### config.mk
export PLATFORM = sky130hd
export DESIGN_NAME = pe_row_conv
export DESIGN_NICKNAME = d
export VERILOG_FILES = /design/src/rtl/pe_row_conv_pkg.sv /design/src/rtl/pe_row_conv_pe_cell.sv /design/src/rtl/pe_row_conv.sv
export SDC_FILE = /design/constraint.sdc
export NUM_CORES = 2
export LEC_CHECK = 0
export ABC_AREA = 0
export BUFFER_PORTS_ARGS = -buffer_cell sky130_fd_sc_hd__buf_2
export CAP_MARGIN = 0
export CORE_ASPECT_RATIO = 0.5
export CORE_MARGIN = 4
export CORE_UTILIZATION = 35
export DETAILED_ROUTE_END_ITERATION = 7
export HOLD_SLACK_MARGIN = 0.05
export MAX_ROUTING_LAYER = met4
export SLEW_MARGIN = 10
export SYNTH_ARGS = -nofsm -noshare
export SYNTH_HDL_FRONTEND = slang
export SYNTH_SLANG_ARGS = --single-unit
### constraint.sdc
create_clock -name clk -period 8.2 [get_ports clk]
set_clock_uncertainty 0.1 [all_clocks]
set_input_delay 0.82 -clock clk [delete_from_list [all_inputs] [get_ports clk]]
set_output_delay 0.82 -clock clk [all_outputs]
set_load 0.05 [all_outputs]
### src/rtl/pe_row_conv_pkg.sv
// Shared types and default sizes for the weight-stationary convolution row.
package definition;

  typedef enum logic [1:0] {
    PE_IDLE,
    PE_LOAD_W,
    PE_RUN
  } pe_state_t;

  localparam int PE_DW   = 8;
  localparam int PE_K    = 8;
  localparam int PE_ACCW = 2 * PE_DW + 4;

endpackage

### src/rtl/pe_row_conv_pe_cell.sv
// One tap of the transposed-form chain: stationary weight, multiplier and
// accumulating chain register.
module pe_cell
  import definition::*;
#(
  parameter int DW   = PE_DW,
  parameter int ACCW = PE_ACCW
) (
  input  logic            clk,
  input  logic            rstn,
  input  logic            w_we,
  input  logic [DW-1:0]   w,
  input  logic            clr,
  input  logic            shift,
  input  logic            sgn,
  input  logic [DW-1:0]   x,
  input  logic [ACCW-1:0] acc_in,
  output logic [ACCW-1:0] acc_o
);

  logic [DW-1:0]          tap_q;
  logic [ACCW-1:0]        acc_q;
  logic signed [ACCW-1:0] prod;

  // Extending both operands to ACCW before multiplying yields the exact
  // 2*DW product reduced modulo 2^ACCW, which is all the chain keeps.
  function automatic logic signed [ACCW-1:0] ext(input logic [DW-1:0] v, input logic s);
    return {{(ACCW-DW){s & v[DW-1]}}, v};
  endfunction

  assign prod  = ext(tap_q, sgn) * ext(x, sgn);
  assign acc_o = acc_q;

  always_ff @(posedge clk or negedge rstn) begin
    if (!rstn) begin
      tap_q <= '0;
      acc_q <= '0;
    end else begin
      if (w_we) tap_q <= w;
      if (clr)        acc_q <= '0;
      else if (shift) acc_q <= prod + acc_in;
    end
  end

endmodule

### src/rtl/pe_row_conv.sv
// Weight-stationary 1-D convolution row: K taps, transposed accumulation
// chain, job framing with load/run phases and a job-done pulse.
module pe_row_conv
  import definition::*;
#(
  parameter int DW   = PE_DW,
  parameter int K    = PE_K,
  parameter int ACCW = PE_ACCW,
  parameter int LENW = 16
) (
  input  logic            clk,
  input  logic            rstn,
  input  logic            en,
  input  logic            i_start,
  input  logic [LENW-1:0] i_len,
  input  logic            i_signed,
  input  logic            i_w_valid,
  output logic            o_w_ready,
  input  logic [DW-1:0]   i_w,
  input  logic            i_x_valid,
  output logic            o_x_ready,
  input  logic [DW-1:0]   i_x,
  input  logic [ACCW-1:0] i_psum,
  output logic [ACCW-1:0] o_psum,
  output logic            o_psum_valid,
  output logic            end_pe,
  output logic            o_busy
);

  localparam int              WPW    = $clog2(K);
  localparam logic [LENW-1:0] K_LEN  = LENW'(K);
  localparam logic [LENW-1:0] K_M1   = LENW'(K - 1);
  localparam logic [WPW-1:0]  K_LAST = WPW'(K - 1);

  pe_state_t       state_q, state_d;
  logic [WPW-1:0]  wptr_q;
  logic [LENW-1:0] len_q, cnt_q;
  logic            sgn_q, vld_q, end_q;
  logic            w_fire, x_fire, start_ok, start_short, last_x;
  logic [ACCW-1:0] acc [K];

  assign o_w_ready   = en && (state_q == PE_LOAD_W);
  assign o_x_ready   = en && (state_q == PE_RUN);
  assign w_fire      = o_w_ready && i_w_valid;
  assign x_fire      = o_x_ready && i_x_valid;
  assign start_ok    = en && i_start && (state_q == PE_IDLE) && (i_len >= K_LEN);
  assign start_short = en && i_start && (state_q == PE_IDLE) && (i_len < K_LEN);
  assign last_x      = x_fire && (cnt_q == len_q - LENW'(1));

  assign o_psum       = acc[0];
  assign o_psum_valid = vld_q;
  assign end_pe       = end_q;
  assign o_busy       = (state_q != PE_IDLE);

  always_comb begin
    state_d = state_q;
    case (state_q)
      PE_IDLE:   if (start_ok) state_d = PE_LOAD_W;
      PE_LOAD_W: if (w_fire && (wptr_q == K_LAST)) state_d = PE_RUN;
      PE_RUN:    if (last_x) state_d = PE_IDLE;
      default:   state_d = PE_IDLE;
    endcase
  end

  // Control registers; every one of them freezes while en is low.
  always_ff @(posedge clk or negedge rstn) begin
    if (!rstn) begin
      state_q <= PE_IDLE;
      wptr_q  <= '0;
      len_q   <= '0;
      cnt_q   <= '0;
      sgn_q   <= 1'b0;
      vld_q   <= 1'b0;
      end_q   <= 1'b0;
    end else if (en) begin
      state_q <= state_d;
      vld_q   <= x_fire && (cnt_q >= K_M1);
      end_q   <= last_x || start_short;
      if (start_ok) begin
        len_q  <= i_len;
        sgn_q  <= i_signed;
        wptr_q <= '0;
        cnt_q  <= '0;
      end else begin
        if (w_fire) wptr_q <= wptr_q + WPW'(1);
        if (x_fire) cnt_q  <= cnt_q + LENW'(1);
      end
    end
  end

  // Tap K-1 starts the chain from zero; tap 0 folds in the upstream psum.
  for (genvar k = 0; k < K; k++) begin : g_pe
    logic [ACCW-1:0] chain_in;
    if (k == K - 1) begin : g_tail
      assign chain_in = '0;
    end else if (k == 0) begin : g_head
      assign chain_in = acc[1] + i_psum;
    end else begin : g_mid
      assign chain_in = acc[k+1];
    end

    pe_cell #(.DW(DW), .ACCW(ACCW)) u_cell (
      .clk    (clk),
      .rstn   (rstn),
      .w_we   (w_fire && (wptr_q == WPW'(k))),
      .w      (i_w),
      .clr    (start_ok),
      .shift  (x_fire),
      .sgn    (sgn_q),
      .x      (i_x),
      .acc_in (chain_in),
      .acc_o  (acc[k])
    );
  end

endmodule

# Word-level counts from Yosys, hierarchy flattened
# Cells that the tools add are included.
# totals
mem_count,0
word_cells,119
mem_bits_ro,0
regBits,264
out_inout_bits,25
latchBits,0
ram_bits,0
# classes
shifts,0
addsub,11
n_div,0
order_cmp,3
n_eq_ne,13
mul,8
reduce_logical,28
bitwise,9
mux,24
# ops
cell,n
20-bit two-way mux,16
20-bit adder,8
9-bit by 9-bit multiplier with 18-bit output,8
16-bit two-way mux,2
1-bit logical AND,18
"16-bit by 1-bit adder with 16-bit output, second input constant",1
16-bit equality test,1
"16-bit by 3-bit greater-or-equal comparator with 1-bit output, second input constant",1
"16-bit by 4-bit greater-or-equal comparator with 1-bit output, second input constant",1
"16-bit by 4-bit < comparator with 1-bit output, second input constant",1
"16-bit by 1-bit subtractor with 16-bit output, second input constant",1
"3-bit equality test, second input constant",4
1-bit bitwise AND,9
"3-bit by 2-bit equality test with 1-bit output, second input constant",2
2-bit two-way mux,3
3-bit two-way mux,2
2-bit one-hot mux with 3 select lines,1
2-bit AND reduction,3
2-bit nonzero test,3
"2-bit by 1-bit != test with 1-bit output, second input constant",2
4-bit AND reduction,1
"3-bit by 1-bit adder with 3-bit output, second input constant",1
"3-bit by 1-bit equality test with 1-bit output, second input constant",1
3-bit logical NOT,1
5 further kinds,5

# Logic depth before layout (Yosys ltp)
# logic_depth
word_depth,6
depth_mapped,33

# By module
# A second synthesis with hierarchy kept.
# unflattened
hier_cells,4825
hier_area_um2,43735.7
# by_module_without_submodules
module,seq_area_each_um2,instances,area_each_um2,cells_each
pe_cell (g_pe[1].u_cell ...),700.7,2,5106.1,561
pe_cell (g_pe[7].u_cell),700.7,1,5068.6,555
pe_cell (g_pe[3].u_cell),700.7,1,5026.1,547
pe_cell (g_pe[5].u_cell),700.7,1,5024.8,551
pe_cell (g_pe[6].u_cell),700.7,1,5018.6,536
pe_cell (g_pe[0].u_cell),700.7,1,4982.3,539
pe_cell (g_pe[4].u_cell),700.7,1,4961.0,540
pe_row_conv,1001.0,1,3442.1,435

# Worst setup path after synthesis
# Ideal clock, no wire load.
# synth_path
path_kind,input port to flip-flop
start,in i_x[0]
end,reg g_pe[0].u_cell.acc_q[19]
setup_slack_ns,0.430
arrival_time_ns,7.588
setup_ns,0.083
cell_stages,31
n_path_buf,2
required_ns,8.017
path_cell_list,clkbuf_1 -> clkbuf_1 -> nand3_1 -> fa_1 -> inv_1 -> fa_1 -> fa_1 -> fa_1 -> inv_1 -> fa_1 -> inv_1 -> ha_1 -> inv_1 -> o21bai_1 -> a21oi_1 -> nor2b_1 -> o21ai_0 -> nand2b_1 -> xnor2_1 -> fa_1 -> inv_1 -> ha_1 -> o21ai_0 -> nand2b_1 -> a31oi_1 -> o21a_1 -> o21ai_0 -> or4_1 -> and3_1 -> xor2_1 -> o21ai_0
# synth_via
elab_chain_cells,4
# synth_rtl
item,line_no,rtl
"start, declared",pe_row_conv.sv:22,"input logic [DW-1:0] i_x,"
9-bit by 9-bit multiplier with 18-bit output,pe_row_conv_pe_cell.sv:31,"assign prod = ext(tap_q, sgn) * ext(x, sgn);"
20-bit adder,pe_row_conv_pe_cell.sv:41,else if (shift) acc_q <= prod + acc_in;
20-bit two-way mux,pe_row_conv_pe_cell.sv:41,
20-bit two-way mux,pe_row_conv_pe_cell.sv:40,if (clr) acc_q <= '0;
"end signal, assigned",pe_row_conv_pe_cell.sv:41,
"end, declared",pe_row_conv_pe_cell.sv:22,logic [ACCW-1:0] acc_q;
# No other way between the ends. The select of a mux whose other input is x is not followed.
# A chain may end at the register's enable or synchronous reset.

# Worst setup path in the final report
# layout_path
start,reg g_pe[0].u_cell.tap_q[4]
end,reg g_pe[0].u_cell.acc_q[19]
# layout_via
elab_chain_cells,4
# layout_rtl
item,line_no,rtl
"start, declared",pe_row_conv_pe_cell.sv:21,logic [DW-1:0] tap_q;
"start signal, assigned",pe_row_conv_pe_cell.sv:39,if (w_we) tap_q <= w;
9-bit by 9-bit multiplier with 18-bit output,pe_row_conv_pe_cell.sv:31,
20-bit adder,pe_row_conv_pe_cell.sv:41,
20-bit two-way mux,pe_row_conv_pe_cell.sv:41,
20-bit two-way mux,pe_row_conv_pe_cell.sv:40,
# No other way between the ends. The select of a mux whose other input is x is not followed.

==> results.md <==
* Run status: completed
* DP HPWL at 84680 um
* Num CTS Buffers at 35
* Syn. warnings at 0
* Largest net degree at the start of global routing at 153
* Max-Cap Viols at 0
* Post-DRT Antenna Nets at 0
* Internal at 0.002355 W
* Via Count at approximately 30k
* Post-synth EDFFs at 0
* Initial antenna violation count at 2
* Logic pwr share at between 10% and 20%
* Deepest clock path buffer count at 3
* Period utilisation layout at 92.50%
* # rows at just under 90
* Largest area contributor in the netlist: fa_1
* Power density over the cells at 75.63 nW/um^2
* Flip-flop and latch area at 6558 sq um
* Worst skew pair latency at 0.59 ns
* Synth Flop Type: dfrtp_1
* Reg power frac at 40.9%
* Post-route cell area at 44510 sq um
* Worst Hold Class: primary input to asynchronous set/reset pin
* Dpl cell area at 43330 sq um
* Commonest non-fill, non-tap cells in the layout: inv_1, fa_1, nand2_1, ha_1
* Share of layout cells above drive strength 1 at 5.996%
* Post-synth top area share at between 20% and 30%
* Post-CTS Resized at 0
* Vias in the first global route at 31.89k
* Data required time of the worst path at 8.59 ns
* Post-CTS Setup Bufs at 0
* Post-synthesis cell count at 4631
* Setup violators final at 0
* Maximum VDD drop at 0.1053 mV
* Starting DRT DRC Count at between 1.5k and 2k
* Switching share of power at 30.04%
* IO Pins at 84
* Number of port buffers at 83
* Vias per cell at 4.979
* Final slew viol count at 0
* Placed cell count at around 6.1k
* FILL cells at 11.78k
* Area Growth Syn to Fin at 7.470%
* Syn nets at 5719
* RSZ-0062 raised after global routing: false
* Mapped Area at 41420 sq um
* Setup CP Type: flip-flop to flip-flop
* Fmax at 0.1318 GHz
* Die X at 494.5 um
* Asr flop ratio synth at between 90% and 100%
* Setup TNS at 0 ns
* TritonRoute pass-1 iters at 5
* Top cells by area, synth: fa_1, dfrtp_1, ha_1
* Total Nets Final at 5665
* Worst hold margin at 0.2116 ns
* Layout Cells excl Fill at 6179
* Post-DR wirelength/cell at about 17 um
* Crit path launch type: flip-flop
* Avg Cell Area, Syn at roughly 9 sq um
* DRC at 0
* Register area share after synthesis at 15.83%
* Worst Max-Slew Pin Slew at 1.028 ns
* Worst-path clk slew at 0.07 ns
* Fin. Hold Viols at 0
* Sw power at between 0.001 and 0.0015 W
* Yosys cell types at between 70 and 80
* Post-route minimum period at 7.585 ns
* Synth Register Bits at 262
* Congestion Overflow GR at 0
* Die height at between 200 and 300 um
* Commonest non-fill, non-tap cell in the layout: inv_1
* Initial Utilization at 35.59%
* # clock sinks at 262
* Leak Pwr at 22.38 nW
* Worst-path fanout max at 10
* CTS tree: yes
* Post-Route WL at approximately 110000 um
* H-tree depth at 2
* Gp weighted congestion at 0.8904
* Slowest Stage Delay on Critical Path at 0.54 ns
* Gr usage total at 18.06%
* First-pass GRT wire length at 174900 um
* Footprint of the multi-input gates at 30840 sq um
* Die area at 124200 sq um
* Root Buffer: clkbuf_16
* Slowest library cell on the worst path: fa_1
* Worst Path Arrival at 7.97 ns
* Max_slew headroom at 31.50%
* Clk network pwr share at 48.4%
* Core Region at 116400 sq um
* Final Util at 38.25%
* Worst Setup End Kind: flip-flop
* # hold bufs at CTS at 0
## registers in the layout (all words and copies together) (netlist names)
name / flops
g_pe.u_cell.acc_o: 158
g_pe.u_cell.tap_q: 64
cnt_q: 16
len_q: 16
wptr_q: 3
state_q: 2
end_pe: 1
o_psum_valid: 1
sgn_q: 1
## metal layers
layer  vias up  GRT usage (%)  wire length, um
li1      14540              -                -
met1     15590          23.68            48860
met2       530          29.87            51880
met3       114          2.191             4643
met4         0          4.305             2571
met5         -              -                0
## worst max-delay path, delay by kind of cell (launching register included)
kind / cells / cell delay [ns]
adder cells (fa/ha/maj): 8 / 3.59
AO/OA/AOI/OAI: 8 / 1.41
AND/OR/NAND/NOR: 6 / 1.22
flip-flops: 1 / 0.52
buffers and inverters: 6 / 0.38
XOR/XNOR: 2 / 0.27
## Yosys cell counts, types with 20 or more instances
library cell / instances
inv_1: 837
fa_1: 586
nand2_1: 485
ha_1: 443
and2_1: 263
dfrtp_1: 262
o21ai_0: 207
nand3_1: 183
xnor2_1: 173
nor2_1: 161
clkbuf_1: 155
a21oi_1: 125
xor2_1: 111
nand2b_1: 70
mux2_2: 65
nor3_1: 48
buf_1: 41
and3_1: 39
a21o_1: 35
o21a_1: 33
nor2b_1: 30
buf_4: 20
## area by class of cell
cell class | count | share of cell area, %
Multi-Input combinational cell | 3314 | 69.29
Sequential cell | 262 | 14.73
Inverter | 838 | 7.066
Tap cell | 1575 | 4.427
Clock buffer | 46 | 2.150
Timing Repair Buffer | 126 | 1.821
Clock inverter | 17 | 0.5059
Antenna cell | 1 | 0.005622
## final timing paths
check | start | end | slack, ns | cells past startpoint
worst min-delay path | rstn | g_pe[5].u_cell.acc_o[18] | 0.21 | 1
worst max register to register | g_pe[0].u_cell.tap_q[4] | g_pe[0].u_cell.acc_o[19] | 0.61 | 30
min in group clk | i_len[2] | len_q[2] | 0.35 | 3
worst max-delay path | g_pe[0].u_cell.tap_q[4] | g_pe[0].u_cell.acc_o[19] | 0.61 | 30
max in group asynchronous | rstn | sgn_q | 6.32 | 2
worst min register to register | g_pe[0].u_cell.acc_o[18] | g_pe[0].u_cell.acc_o[18] | 0.39 | 2
## stage by stage
| step | setup WS (ns) | total power, W |
|---|---|---|
| after global routing | 0.1239 | 0.003505 |
| final | 0.6147 | 0.003367 |
| after detailed placement | 0.09105 | 0.001763 |
| after CTS | 0.6524 | 0.003420 |
| after global placement | 0.09704 | 0.001758 |
| after floorplan | 0.4297 | 0.001613 |
## cell families (layout without fill, tap and decap cells)
kind of cell               after synthesis  count (layout)  share of synthesized area (%)
muxes                                   69              69                          1.864
other                                    0               1                              0
adders and majority gates             1029            1029                          41.70
AOI/OAI and AO/OA                      572             572                          8.682
DFF                                    262             262                          15.83
xor gates and xnor gates               286             286                          6.099
buffers and inverters                 1055            1027                          9.745
and+or+nand+nor                       1358            1358                          16.08
## power by group through the flow
stage	Sequential (W)	Clock [W]	Combinational (W)
floorplan	0.00138	0	0.000234
global placement	0.00140	0	0.000358
detailed placement	0.00140	0	0.000364
CTS	0.00138	0.00168	0.000365
global route	0.00138	0.00173	0.000393
finish	0.00138	0.00163	0.000362
(Power assumes the default switching activity.)
